## src/rtl/imem_loader.sv

```systemverilog
// rtl/imem_loader.sv - length-prefixed byte-stream loader for RISCVCore instruction memory
// Optional trailing XOR checksum byte: define IMEM_LOADER_CHECKSUM_EN.
module imem_loader #(
  parameter int ADDR_W = 8
) (
  input  logic              clk,
  input  logic              rst,
  input  logic              start,
  input  logic              s_valid,
  input  logic [7:0]        s_data,
  output logic              s_ready,
  output logic              mem_we,
  output logic [ADDR_W-1:0] mem_addr,
  output logic [31:0]       mem_wdata,
  output logic              core_rst,
  output logic              busy,
  output logic              done,
  output logic              error,
  output logic [15:0]       words_loaded
);

`ifdef IMEM_LOADER_CHECKSUM_EN
  typedef enum logic [2:0] {S_IDLE, S_LEN0, S_LEN1, S_DATA, S_CSUM, S_DONE, S_ERR} state_t;
  localparam state_t S_FINISH = S_CSUM;
`else
  typedef enum logic [2:0] {S_IDLE, S_LEN0, S_LEN1, S_DATA, S_DONE, S_ERR} state_t;
  localparam state_t S_FINISH = S_DONE;
`endif

  localparam logic [16:0] CAP = 17'(1) << ADDR_W;

  state_t              state_q, state_d;
  logic [15:0]         len_q, len_d;
  logic [1:0]          byte_cnt_q, byte_cnt_d;
  logic [23:0]         lanes_q, lanes_d;
  logic [15:0]         words_q, words_d;
  logic                mem_we_q, mem_we_d;
  logic [ADDR_W-1:0]   mem_addr_q, mem_addr_d;
  logic [31:0]         mem_wdata_q, mem_wdata_d;
  logic                busy_q, busy_d;
  logic                done_q, done_d;
  logic                error_q, error_d;
  logic                core_rst_q, core_rst_d;
`ifdef IMEM_LOADER_CHECKSUM_EN
  logic [7:0]          csum_q, csum_d;
`endif
  logic                xfer;

  // s_ready is the registered "busy" flag: every busy state accepts bytes
  assign xfer = s_valid & busy_q;

  always_comb begin
    state_d     = state_q;
    len_d       = len_q;
    byte_cnt_d  = byte_cnt_q;
    lanes_d     = lanes_q;
    words_d     = words_q;
    mem_we_d    = 1'b0;
    mem_addr_d  = mem_addr_q;
    mem_wdata_d = mem_wdata_q;
`ifdef IMEM_LOADER_CHECKSUM_EN
    csum_d      = csum_q;
`endif
    case (state_q)
      S_IDLE, S_DONE, S_ERR: begin
        if (start) state_d = S_LEN0;
      end
      S_LEN0: begin
        if (xfer) begin
          len_d[7:0] = s_data;
          state_d    = S_LEN1;
        end
      end
      S_LEN1: begin
        if (xfer) begin
          len_d[15:8] = s_data;
          words_d     = 16'd0;
          byte_cnt_d  = 2'd0;
`ifdef IMEM_LOADER_CHECKSUM_EN
          csum_d      = 8'd0;
`endif
          if ({1'b0, s_data, len_q[7:0]} > CAP) state_d = S_ERR;
          else if ({s_data, len_q[7:0]} == 16'd0) state_d = S_FINISH;
          else state_d = S_DATA;
        end
      end
      S_DATA: begin
        if (xfer) begin
          byte_cnt_d = byte_cnt_q + 2'd1;
`ifdef IMEM_LOADER_CHECKSUM_EN
          csum_d     = csum_q ^ s_data;
`endif
          case (byte_cnt_q)
            2'd0: lanes_d[7:0]   = s_data;
            2'd1: lanes_d[15:8]  = s_data;
            2'd2: lanes_d[23:16] = s_data;
            default: begin
              // Final word and DONE land on the same edge so the core leaves reset with the write
              mem_we_d    = 1'b1;
              mem_addr_d  = words_q[ADDR_W-1:0];
              mem_wdata_d = {s_data, lanes_q};
              words_d     = words_q + 16'd1;
              if (words_d == len_q) state_d = S_FINISH;
            end
          endcase
        end
      end
`ifdef IMEM_LOADER_CHECKSUM_EN
      S_CSUM: begin
        if (xfer) state_d = (s_data == csum_q) ? S_DONE : S_ERR;
      end
`endif
      default: state_d = S_IDLE;
    endcase

`ifdef IMEM_LOADER_CHECKSUM_EN
    busy_d = (state_d == S_LEN0) || (state_d == S_LEN1) || (state_d == S_DATA) || (state_d == S_CSUM);
`else
    busy_d = (state_d == S_LEN0) || (state_d == S_LEN1) || (state_d == S_DATA);
`endif
    done_d     = (state_d == S_DONE);
    error_d    = (state_d == S_ERR);
    core_rst_d = (state_d != S_DONE);
  end

  always_ff @(posedge clk or posedge rst) begin
    if (rst) begin
      state_q     <= S_IDLE;
      len_q       <= 16'd0;
      byte_cnt_q  <= 2'd0;
      lanes_q     <= 24'd0;
      words_q     <= 16'd0;
      mem_we_q    <= 1'b0;
      mem_addr_q  <= '0;
      mem_wdata_q <= 32'd0;
      busy_q      <= 1'b0;
      done_q      <= 1'b0;
      error_q     <= 1'b0;
      core_rst_q  <= 1'b1;
`ifdef IMEM_LOADER_CHECKSUM_EN
      csum_q      <= 8'd0;
`endif
    end else begin
      state_q     <= state_d;
      len_q       <= len_d;
      byte_cnt_q  <= byte_cnt_d;
      lanes_q     <= lanes_d;
      words_q     <= words_d;
      mem_we_q    <= mem_we_d;
      mem_addr_q  <= mem_addr_d;
      mem_wdata_q <= mem_wdata_d;
      busy_q      <= busy_d;
      done_q      <= done_d;
      error_q     <= error_d;
      core_rst_q  <= core_rst_d;
`ifdef IMEM_LOADER_CHECKSUM_EN
      csum_q      <= csum_d;
`endif
    end
  end

  assign s_ready      = busy_q;
  assign busy         = busy_q;
  assign done         = done_q;
  assign error        = error_q;
  assign core_rst     = core_rst_q;
  assign mem_we       = mem_we_q;
  assign mem_addr     = mem_addr_q;
  assign mem_wdata    = mem_wdata_q;
  assign words_loaded = words_q;

endmodule
```

## config.mk

```make
export PLATFORM = sky130hd
export DESIGN_NAME = imem_loader
export DESIGN_NICKNAME = d
export VERILOG_FILES = /design/src/rtl/imem_loader.sv
export SDC_FILE = /design/constraint.sdc
export NUM_CORES = 1
export LEC_CHECK = 0
export ABC_AREA = 1
export BUFFER_PORTS_ARGS = -buffer_cell sky130_fd_sc_hd__buf_2
export CORE_UTILIZATION = 51
export CTS_CLUSTER_SIZE = 8
export DETAILED_ROUTE_END_ITERATION = 6
export PLACE_DENSITY = 0.76
export SLEW_MARGIN = 10
export SYNTH_ARGS = -nofsm -noshare
export SYNTH_HDL_FRONTEND = slang
export SYNTH_SLANG_ARGS = --single-unit
```

## constraint.sdc

```tcl
create_clock -name clk -period 3.1 [get_ports clk]
set_input_delay 0.31 -clock clk [delete_from_list [all_inputs] [get_ports clk]]
set_output_delay 0.31 -clock clk [all_outputs]
set_load 0.01 [all_outputs]
```

==> impl_results.md <==
* Status: complete, but fails checks
* Failing checks: design-rule violations
* Cts hold-fix bufs at 0
* Post-Syn Nets at 587
* Worst vdd ir at slightly below 0.0005 V
* Met2 wire length at 5356 µm
* Total wire length at about 11000 µm
* Worst-path fanout max at 8
* Synth Area in Compound Gates at 9.849%
* Residual DRC count at 6
* Final ANT Viol Nets at 0
* Die width at 98.14 µm
* First DRT Iteration DRCs at 257
* Crit path DAT at 2.54 ns
* Routed via count at 4028
* Worst-skew pair later-pin latency at approximately 0.39 ns
* Final hold vios at 0
* Sequential power share at between 40% and 50%
* FF/Latch Area at 0.002654 mm²
* Worst Skew at 0.01141 ns
* Startpoint types: register
* Worst slew margin at 26.94%
* P&R area growth vs syn at 13.57%
* Final period utilization at 72.57%
* Mean Syn Cell Area at 8.269 µm²
* Slew Limit Fails at 0
* Yosys warns at 0
* Wire length on met3 at approximately 570 µm
* Initial Util at 53.27%
* CTS resizes at 0
* Worst slew pin tran at 1.096 ns
* Internal power at 2.832 mW
* DR top layer: met4
* Num CTS Buffers at 9
* First-pass DRT Iterations at 7
* CTS tree: yes
* Io pins at 74
* Area of the multi-input gates at 0.001787 mm²
* Synthesized area at 0.004713 mm²
* WL/cell at 14.92 µm
* Layout fillers at 786
* Max clock buf depth at 2
* Psw at 1.922 mW
* IO Port Bufs at 73
* CORE AREA at 0.008848 mm²
* Reg2reg start: words_loaded[0]$_DFFE_PP0P_
* Ant diodes at 0
* Vias in the first global route at around 3.8k
* Post-CTS Setup Inserts at 0
* Mux contribution to synthesized area at 0%
* F_max at roughly 440 MHz
* Largest net degree at the start of global routing at 91
* Layout cells sized above 1 at between 10% and 20%
* Clock H-tree levels at 3
* Switching Share at 40.44%
* XOR/XNOR Fraction of Synth Area at 0.1858%
* Post-Synth Simple-Gate Area at about a quarter
* CP Launch Point: words_loaded[0]$_DFFE_PP0P_
* DIE AREA at just under 0.01 mm²
* Max-cap violation count at 0
* Cells after Synth at 570
* RSZ-0062 raised after global routing: false
* Leakage at 2.882 nW
* Post-DP HPWL at ~7600 µm
* Fin nets at approximately 660
* Placed cells at 737
* Post-route non-filler standard cell count at 753
* Most common cell after layout, fill and taps aside: nand2_1
* Combinational share of power at 34.0%
* Worst Hold Class: in -> async
* Commonest non-fill, non-tap cells in the layout: nand2_1 (219), dfrtp_1 (105), buf_2 (73)
* Setup TNS at 0 ns
* Initial antenna violation count at 0
* Clk root buf: clkbuf_8
* Hold_ws at around 0.18 ns
* Min Clock Period, post-route at roughly 2.2 ns
* Critical Path RT at 3.39 ns
* Final Setup Violations at 0
* Sequential element share of the synthesized area at 56.30%
* Crit path capture type: register
* Met1 Wirelength at ~5100 µm
* P per Cell Area at ~890 mW/mm²
* Synth Area in Adders at 1.327%
* Gr usage total at 24.72%
* Synth unique cells at 29
* Final Core Density at about three fifths
* Synth Register Bits at 106
* Die Span Y at 98.14 µm
* DR vias/cell at 5.349
* Global placer's final weighted congestion at roughly 0.9
* Crit Path Class: reg -> reg
* # rows at 34
* Clock-pin slew on the worst setup and hold paths at approximately 0.11 ns
* Main combinational cell family by area after synthesis: simple AND/OR/NAND/NOR gates
* Aggregate global routing overflow at 0
* Clk sinks at 106
* Clk pwr share at approximately 17%
* First-pass GRT wire length at 18550 µm
==> metrics by stage <==
step | power, mW | instance area (µm²) | setup slack [ns]
2_1_floorplan | 3.340 | 4713 | 0.002763
3_3_place_gp | 3.846 | 5169 | 1.050
3_5_place_dp | 3.934 | 5169 | 0.8983
4_1_cts | 4.760 | 5353 | 0.8894
5_1_grt | 5.116 | 5353 | 0.6718
6_report | 4.754 | 5353 | 0.8502
==> power groups by stage <==
stage | clock (mW) | sequential, mW | combinational (mW)
6_report | 0.827 | 2.31 | 1.62
5_1_grt | 0.892 | 2.38 | 1.84
4_1_cts | 0.837 | 2.30 | 1.62
3_5_place_dp | 0 | 2.33 | 1.61
3_3_place_gp | 0 | 2.30 | 1.55
2_1_floorplan | 0 | 2.36 | 0.977
==> critical path, cell delays in order (launching register included) <==
cell     delay (ns)
dfrtp_1        0.46
ha_1           0.23
nand2_1        0.14
nor2_4         0.21
nand3_1        0.13
nand2_1        0.11
nand2_1        0.05
nand2_1        0.05
o21ai_0        0.08
nor2_1         0.12
nand3_1        0.13
nor2_1         0.11
nand2_1        0.08
nand2_1        0.10
nand2_1        0.07
nand2_1        0.06
inv_1          0.04
==> cells by family (layout without fill, tap and decap cells) <==
family,count (synthesis),count (layout)
flip-flops,106,106
adder cells (fa/ha/maj),5,5
AO/OA/AOI/OAI,86,86
XOR/XNOR,1,1
buffers and inverters,72,147
AND/OR/NAND/NOR,300,300
==> sequential cells by signal (all words and copies together), names as in the netlist <==
name          count
busy              1
byte_cnt_q        2
error             1
mem_wdata        32
done              1
words_loaded     16
core_rst          1
mem_we            1
state_q           3
mem_addr          8
len_q            16
lanes_q          24
==> synthesized netlist by cell type <==
cell type  count  area [µm²]
nand4_1        8       50.05
nor2_1        26       97.59
dfstp_2        1       26.28
o21ai_0       68       340.3
o22ai_1       10       62.56
nor2_2         3       18.77
ha_1           5       62.56
o21a_1         1       7.510
nor4_1         1       6.260
buf_1          1       3.750
buf_4          1       7.510
nand2_1      219       822.0
buf_2          1       5.000
inv_1         54       202.7
nor2_4         4       45.04
clkbuf_1      13       48.80
nor3_1         1       5.000
a22oi_1        1       7.510
xnor2_1        1       8.760
a21oi_1        2       10.01
a221oi_1       1       8.760
nand3b_1       4       30.03
nand2_2        3       18.77
a21boi_0       1       7.510
inv_2          2       7.510
dfrtp_1      105        2628
nand3_1       31       155.2
o21ai_2        1       8.760
a21boi_2       1       11.26
==> worst paths after layout <==
path	end	slack (ns)	depth (start not counted)
setup / recovery	busy$_DFF_PP0_	0.85	16
hold / removal	mem_wdata[0]$_DFFE_PP0P_	0.18	2
setup reg to reg	busy$_DFF_PP0_	0.85	16
hold reg to reg	mem_wdata[6]$_DFFE_PP0P_	0.48	2
max in group asynchronous	lanes_q[16]$_DFFE_PP0P_	2.05	3
min in group clk	lanes_q[11]$_DFFE_PP0P_	0.33	3
==> final cells by class <==
| class | count | share of cell area (%) |
|---|---|---|
| clock inverter | 6 | 1.052 |
| sequential | 106 | 49.58 |
| clock buffer | 10 | 2.384 |
| inverter | 56 | 3.974 |
| multi-input combinational | 392 | 33.38 |
| tap | 108 | 2.525 |
| timing repair buffer | 75 | 7.106 |
==> per-layer routing <==
layer	up-vias	GRT usage, %
li1	1955	-
met3	18	5.369
met4	0	8.037
met5	-	0
met2	118	39.38
met1	1937	34.06
No activity file was read; power rests on OpenSTA's default activity.
